### src/rtl/periph_responder.sv
// CU peripheral bus target: TX/RX byte FIFOs, status word, latched 32-bit
// cycle counter and scratch registers, answered one cycle after the request.

module periph_responder_fifo #(
  parameter int DEPTH_LOG2 = 3,
  parameter int WIDTH      = 8
) (
  input  logic             clock,
  input  logic             reset,
  input  logic             push,
  input  logic             pop,
  input  logic [WIDTH-1:0] din,
  output logic [WIDTH-1:0] head,
  output logic             full,
  output logic             empty
);
  localparam int DEPTH = 1 << DEPTH_LOG2;

  logic [WIDTH-1:0]    mem [DEPTH];
  logic [DEPTH_LOG2:0] wr_ptr_reg, wr_ptr_next;
  logic [DEPTH_LOG2:0] rd_ptr_reg, rd_ptr_next;
  logic [WIDTH-1:0]    head_reg, head_next;
  logic                pop_ok;
  logic                push_ok;

  assign empty   = (wr_ptr_reg == rd_ptr_reg);
  assign full    = (wr_ptr_reg[DEPTH_LOG2] != rd_ptr_reg[DEPTH_LOG2]) &&
                   (wr_ptr_reg[DEPTH_LOG2-1:0] == rd_ptr_reg[DEPTH_LOG2-1:0]);
  assign pop_ok  = pop && !empty;
  assign push_ok = push && (!full || pop_ok);
  assign head    = head_reg;

  // The head word is prefetched from the slot the read pointer will point to;
  // a push landing in that same slot is forwarded so a fresh entry is visible.
  always_comb begin
    wr_ptr_next = wr_ptr_reg + {{DEPTH_LOG2{1'b0}}, push_ok};
    rd_ptr_next = rd_ptr_reg + {{DEPTH_LOG2{1'b0}}, pop_ok};
    if (push_ok && (wr_ptr_reg[DEPTH_LOG2-1:0] == rd_ptr_next[DEPTH_LOG2-1:0])) begin
      head_next = din;
    end else begin
      head_next = mem[rd_ptr_next[DEPTH_LOG2-1:0]];
    end
  end

  always_ff @(posedge clock) begin
    if (push_ok) begin
      mem[wr_ptr_reg[DEPTH_LOG2-1:0]] <= din;
    end
  end

  always_ff @(posedge clock or negedge reset) begin
    if (!reset) begin
      wr_ptr_reg <= '0;
      rd_ptr_reg <= '0;
      head_reg   <= '0;
    end else begin
      wr_ptr_reg <= wr_ptr_next;
      rd_ptr_reg <= rd_ptr_next;
      head_reg   <= head_next;
    end
  end
endmodule

module periph_responder #(
  parameter int DATA_W        = 16,
  parameter int TX_DEPTH_LOG2 = 3,
  parameter int RX_DEPTH_LOG2 = 3
) (
  input  logic              clock,
  input  logic              reset,
  input  logic              enabled,
  input  logic [2:0]        peripheral_address,
  input  logic              peripheral_read_request,
  input  logic              peripheral_write_request,
  input  logic [DATA_W-1:0] write_data,
  output logic              peripheral_read_ready,
  output logic              peripheral_write_ready,
  output logic [DATA_W-1:0] read_data,
  output logic [7:0]        tx_data,
  output logic              tx_valid,
  input  logic              tx_ready,
  input  logic [7:0]        rx_data,
  input  logic              rx_valid
);
  localparam logic [2:0] ADDR_TX       = 3'd0;
  localparam logic [2:0] ADDR_RX       = 3'd1;
  localparam logic [2:0] ADDR_STATUS   = 3'd2;
  localparam logic [2:0] ADDR_CNT_LO   = 3'd3;
  localparam logic [2:0] ADDR_CNT_HI   = 3'd4;
  localparam logic [2:0] ADDR_SCRATCH0 = 3'd5;
  localparam int         NUM_SCRATCH   = 3;

  logic              rd_pend_reg, rd_pend_next;
  logic [2:0]        rd_addr_reg, rd_addr_next;
  logic              wr_pend_reg, wr_pend_next;
  logic [2:0]        wr_addr_reg, wr_addr_next;
  logic [31:0]       counter_reg;
  logic [15:0]       cnt_hi_reg, cnt_hi_next;
  logic              ovf_reg, ovf_next;

  logic              rd_commit, wr_commit;
  logic              rx_pop, status_clear, cnt_latch, tx_push, tx_pop;
  logic              rx_drop;
  logic              tx_full, tx_empty, rx_full, rx_empty;
  logic [7:0]        rx_head;
  logic [DATA_W-1:0] status_word;
  logic [DATA_W-1:0] rd_word;
  logic [NUM_SCRATCH-1:0][DATA_W-1:0] scratch_word;

  periph_responder_fifo #(
    .DEPTH_LOG2 (TX_DEPTH_LOG2),
    .WIDTH      (8)
  ) u_tx_fifo (
    .clock (clock),
    .reset (reset),
    .push  (tx_push),
    .pop   (tx_pop),
    .din   (write_data[7:0]),
    .head  (tx_data),
    .full  (tx_full),
    .empty (tx_empty)
  );

  periph_responder_fifo #(
    .DEPTH_LOG2 (RX_DEPTH_LOG2),
    .WIDTH      (8)
  ) u_rx_fifo (
    .clock (clock),
    .reset (reset),
    .push  (rx_valid),
    .pop   (rx_pop),
    .din   (rx_data),
    .head  (rx_head),
    .full  (rx_full),
    .empty (rx_empty)
  );

  assign tx_valid = !tx_empty;
  assign tx_pop   = tx_valid && tx_ready;

  // Ready flags depend only on registered state, never on this cycle's request.
  assign peripheral_read_ready  = rd_pend_reg && !((rd_addr_reg == ADDR_RX) && rx_empty);
  assign peripheral_write_ready = wr_pend_reg && !((wr_addr_reg == ADDR_TX) && tx_full);

  assign rd_commit    = enabled && peripheral_read_ready;
  assign wr_commit    = enabled && peripheral_write_ready;
  assign rx_pop       = rd_commit && (rd_addr_reg == ADDR_RX);
  assign status_clear = rd_commit && ((rd_addr_reg == ADDR_TX) || (rd_addr_reg == ADDR_STATUS));
  assign cnt_latch    = rd_commit && (rd_addr_reg == ADDR_CNT_LO);
  assign tx_push      = wr_commit && (wr_addr_reg == ADDR_TX);
  assign rx_drop      = rx_valid && rx_full && !rx_pop;

  assign status_word = DATA_W'({ovf_reg, rx_empty, tx_empty, tx_full});

  genvar gi;
  generate
    for (gi = 0; gi < NUM_SCRATCH; gi++) begin : g_scratch
      logic [DATA_W-1:0] value_reg;
      always_ff @(posedge clock or negedge reset) begin
        if (!reset) begin
          value_reg <= '0;
        end else if (wr_commit && (wr_addr_reg == ADDR_SCRATCH0 + 3'(gi))) begin
          value_reg <= write_data;
        end
      end
      assign scratch_word[gi] = value_reg;
    end
  endgenerate

  always_comb begin
    rd_word = '0;
    case (rd_addr_reg)
      ADDR_TX, ADDR_STATUS: rd_word = status_word;
      ADDR_RX:              rd_word = DATA_W'(rx_head);
      ADDR_CNT_LO:          rd_word = DATA_W'(counter_reg[15:0]);
      ADDR_CNT_HI:          rd_word = DATA_W'(cnt_hi_reg);
      default: begin
        for (int i = 0; i < NUM_SCRATCH; i++) begin
          if (rd_addr_reg == ADDR_SCRATCH0 + 3'(i)) begin
            rd_word = scratch_word[i];
          end
        end
      end
    endcase
  end

  assign read_data = peripheral_read_ready ? rd_word : '0;

  always_comb begin
    rd_pend_next = rd_pend_reg;
    rd_addr_next = rd_addr_reg;
    wr_pend_next = wr_pend_reg;
    wr_addr_next = wr_addr_reg;
    if (enabled) begin
      rd_pend_next = peripheral_read_request;
      wr_pend_next = peripheral_write_request;
      if (peripheral_read_request) begin
        rd_addr_next = peripheral_address;
      end
      if (peripheral_write_request) begin
        wr_addr_next = peripheral_address;
      end
    end
    cnt_hi_next = cnt_latch ? counter_reg[31:16] : cnt_hi_reg;
    // A drop on the clearing edge keeps the flag set.
    ovf_next    = rx_drop || (ovf_reg && !status_clear);
  end

  always_ff @(posedge clock or negedge reset) begin
    if (!reset) begin
      rd_pend_reg <= 1'b0;
      rd_addr_reg <= '0;
      wr_pend_reg <= 1'b0;
      wr_addr_reg <= '0;
      counter_reg <= '0;
      cnt_hi_reg  <= '0;
      ovf_reg     <= 1'b0;
    end else begin
      rd_pend_reg <= rd_pend_next;
      rd_addr_reg <= rd_addr_next;
      wr_pend_reg <= wr_pend_next;
      wr_addr_reg <= wr_addr_next;
      counter_reg <= counter_reg + 32'd1;
      cnt_hi_reg  <= cnt_hi_next;
      ovf_reg     <= ovf_next;
    end
  end
endmodule

### config.mk
export PLATFORM = sky130hd
export DESIGN_NAME = periph_responder
export DESIGN_NICKNAME = d
export VERILOG_FILES = /design/src/rtl/periph_responder.sv
export SDC_FILE = /design/constraint.sdc
export NUM_CORES = 1
export LEC_CHECK = 0
export ABC_AREA = 1
export CAP_MARGIN = 15
export CORE_UTILIZATION = 50
export DETAILED_ROUTE_END_ITERATION = 16
export PLACE_DENSITY = 0.68
export SKIP_LAST_GASP = 1
export SYNTH_ARGS = -nofsm -noshare
export SYNTH_HDL_FRONTEND = slang
export SYNTH_HIERARCHICAL = 1
export SYNTH_SLANG_ARGS = --single-unit
### constraint.sdc
create_clock -name clock -period 3.87 [get_ports clock]
set_input_delay 0.9675 -clock clock [delete_from_list [all_inputs] [get_ports clock]]
set_output_delay 0.9675 -clock clock [all_outputs]
set_load 0.02 [all_outputs]
==> results.py <==
metrics = {
    "run_status": {
        "outcome": "finished, final reports clean",
    },
    "clock_network": {
        "cts_made_buffers": 28,
        "cts_root_buf": "clkbuf_16",
        "cts_hold_buf": 0,
        "clkTransAtPathRegs_ns": 0.06,
        "clk_latency_ns": 0.54,
        "cts_tree": "done",
        "h-tree-depth": 1,
        "clk_path_buf_depth": 3,
        "clock_sinks": 265,
    },
    "floorplanning": {
        "dieWidth_um": 158,
        "start_util": 0.516,
        "ios": 61,
        "die_h_um": 158,
        "placeableCoreArea_um2": 23700,
        "row_count": 56,
        "die_area_um2": 25100,
    },
    "worst_setup_path": {
        "cp-end-kind": "output port",
        "crit_arrival_ns": 2.81,
        "worst_r2r_path_depth": 21,
        "critPathCapture": "read_data[0]",
        "start_kind": "register",
        "required_ns": 2.90,
        "critical_path.max_fanout": 8,
        "setup.worst_path.start": "u_tx_fifo/wr_ptr_reg[0]$_DFF_PN0_",
        "rr_startpoint": "u_rx_fifo/wr_ptr_reg[1]$_DFF_PN0_",
        "setup.worst_path.class": "register to output port",
        "reg2reg_to": "u_rx_fifo/head[5]$_DFF_PN0_",
        "r2r_slack_ns": 0.58,
    },
    "sta": {
        "finalHoldViolCount": 0,
        "period_share": 0.975,
        "setup_viol": 0,
        "finalCriticalPeriod_ns": 3.77,
        "tightestPinTransition_ns": 0.725,
        "relSlewSlack": 0.515,
        "skew_ns": 0.00584,
        "setup_tns_ns": 0,
        "maxSlewViolCount": 0,
        "rsz0062_at_grt": "yes",
        "fmax_mhz": 265,
    },
    "finish": {
        "multi_input_area_um2": 4410,
        "fin_cells": 1769,
        "antenna_cells": 0,
        "layout_commonest_cell": "nand2_1",
        "regArea_um2": 7280,
        "syn_to_final_growth_pct": 17.0,
        "drive_gt1_frac": 0.0807,
        "final_cell_mix": "nand2_1 (436), nor2_1 (190), o21ai_0 (161)",
        "finalNetCount": 1471,
        "final.fill_count": 2072,
    },
    "yosys": {
        "synth_area_leaders": "edfxtp_1 (31%), dfrtp_1 (28%), nand2_1 (13%), o21ai_0 (6.6%), nor2_1 (5.8%)",
        "netlist.area_leader.share": 0.315,
        "muxShareOfSynthArea": 0,
        "synth_cell_types": 33,
        "syn_nets": 1386,
        "synth_seq_area_share": 0.595,
        "yosys.area_share.adder": 0.00922,
        "synthCells": 1343,
        "synth_top_area_cell": "edfxtp_1",
        "synthSimpleGateAreaFrac": 0.252,
        "synthXorXnorAreaFrac": 0.0233,
        "syn_area_per_cell_um2": 9.09,
        "synth_top_family_by_area": "simple AND/OR/NAND/NOR gates",
        "synthesis.area_um2": 12200,
        "ys_ff_latch": 265,
        "ys_warn_count": 6,
        "synth_compound_area_frac": 0.0745,
    },
    "routing": {
        "drt-pass1-iter-count": 5,
        "route.detailed.drc": 0,
        "drt_wl_total_um": 28400,
        "num_vias": 9209,
        "drtAntennaViolNets": 0,
        "vias_per_cell": 5.21,
        "drt-wirelength-per-cell_um": 16.1,
        "drtIter0Drc": 642,
    },
    "placement": {
        "placed_cells": 1713,
        "hpwl_um": 19200,
        "io_buffers": 60,
        "gp_congestion": 0.896,
    },
    "global_route": {
        "grt_antenna_before_repair": 0,
        "overflow": 0,
        "grt_pass1_wl_um": 45600,
        "grt_pass1_vias": 8907,
        "grt_usage": 0.235,
        "grt_max_degree": 60,
    },
    "power_and_ir_drop": {
        "leakage_nw": 6.14,
        "irDropWorstVdd_mv": 0.398,
        "powerDensity_nw_per_um2": 685,
    },
    "run": {
        "maxCapViolCount": 0,
    },
    "worst_hold_path": {
        "hold_class": "primary input to asynchronous set/reset pin",
    },
}
## area by class of cell
cell class	instances	share of cell area
repair buffers	99	0.0650
clock inverters	17	0.0145
multi-input cells	950	0.308
well taps	319	0.0279
clock buffers	35	0.0530
inverters	84	0.0222
flip-flops and latches	265	0.509
## how the worst min path moves through the flow
stage                                          start                     endpoint  slack (ns)
after floorplan             counter_reg[0]$_DFF_PN0_     counter_reg[0]$_DFF_PN0_        0.44
final                                          reset  u_tx_fifo/head[0]$_DFF_PN0_        0.42
after detailed placement  cnt_hi_reg[13]$_DFFE_PN0P_   cnt_hi_reg[13]$_DFFE_PN0P_        0.46
after CTS                                      reset  u_tx_fifo/head[0]$_DFF_PN0_        0.42
after global placement    cnt_hi_reg[12]$_DFFE_PN0P_   cnt_hi_reg[12]$_DFFE_PN0P_        0.46
after global routing                           reset  u_tx_fifo/head[0]$_DFF_PN0_        0.44
## critical path, stage by stage, from the launching register on
cell             delay (ns)
dfrtp_2                0.47
inv_4                  0.06
nand2_1                0.06
nand2_1                0.08
nor2_4                 0.14
inv_1                  0.08
nor2_1                 0.17
inv_1                  0.08
nor2_1                 0.11
nor2_1                 0.05
nand3_1                0.09
nand2_1                0.11
nor2_1                 0.14
clkdlybuf4s50_1        0.62
## report_power, final
part | internal, W | switching, W | leakage, nW
sequential | 0.00343 | 0.000278 | 2.94
clock | 0.00171 | 0.00107 | 0.477
combinational | 0.00113 | 0.00217 | 2.72
total | 0.00628 | 0.00351 | 6.14
## stage by stage
stage | total power (W) | cell area (um2) | hold WS, ns | utilization | setup WS, ns
after CTS | 0.00981 | 14200 | 0.419 | 0.601 | 0.0741
after detailed placement | 0.00700 | 13300 | 0.460 | 0.560 | 0.420
final | 0.00979 | 14300 | 0.416 | 0.604 | 0.0961
after global routing | 0.0104 | 14300 | 0.445 | 0.604 | -0.0363
after floorplan | 0.00603 | 12200 | 0.443 | - | 1.04
after global placement | 0.00693 | 13300 | 0.458 | 0.560 | 0.445
## what timing repair did
item,in CTS,in global routing
endpoints found under the hold margin,0,0
setup buffers,0,3
pin swaps,0,3
endpoints found under the setup margin,12,8
cloned,0,1
gates resized for setup,5,2
## cells in the mapped netlist, drive strengths merged
cell type and number:
a21oi 10, buf 30, clkbuf 15, clkinv 2, dfrtp 137, edfxtp 128, ha 9, inv 82
nand2 445, nand3 28, nand3b 14, nand4 26, nor2 196, nor3 19, nor3b 2, o21ai 171
xnor2 16, xor2 13
## metal layers
| layer | GRT usage | share of wire | vias up |
|---|---|---|---|
| met5 | 0 | 0 | - |
| met1 | 0.328 | 0.46 | 4364 |
| li1 | - | - | 4560 |
| met2 | 0.383 | 0.47 | 227 |
| met3 | 0.0308 | 0.048 | 58 |
| met4 | 0.0742 | 0.024 | 0 |
## kinds of logic after synthesis
logic type      count (synthesis)
buf+inv                       129
fa+ha+maj                       9
compound gates                181
simple gates                  730
xor+xnor                       29
flops                         265
Note: power is estimated with default switching activity, not from simulation.
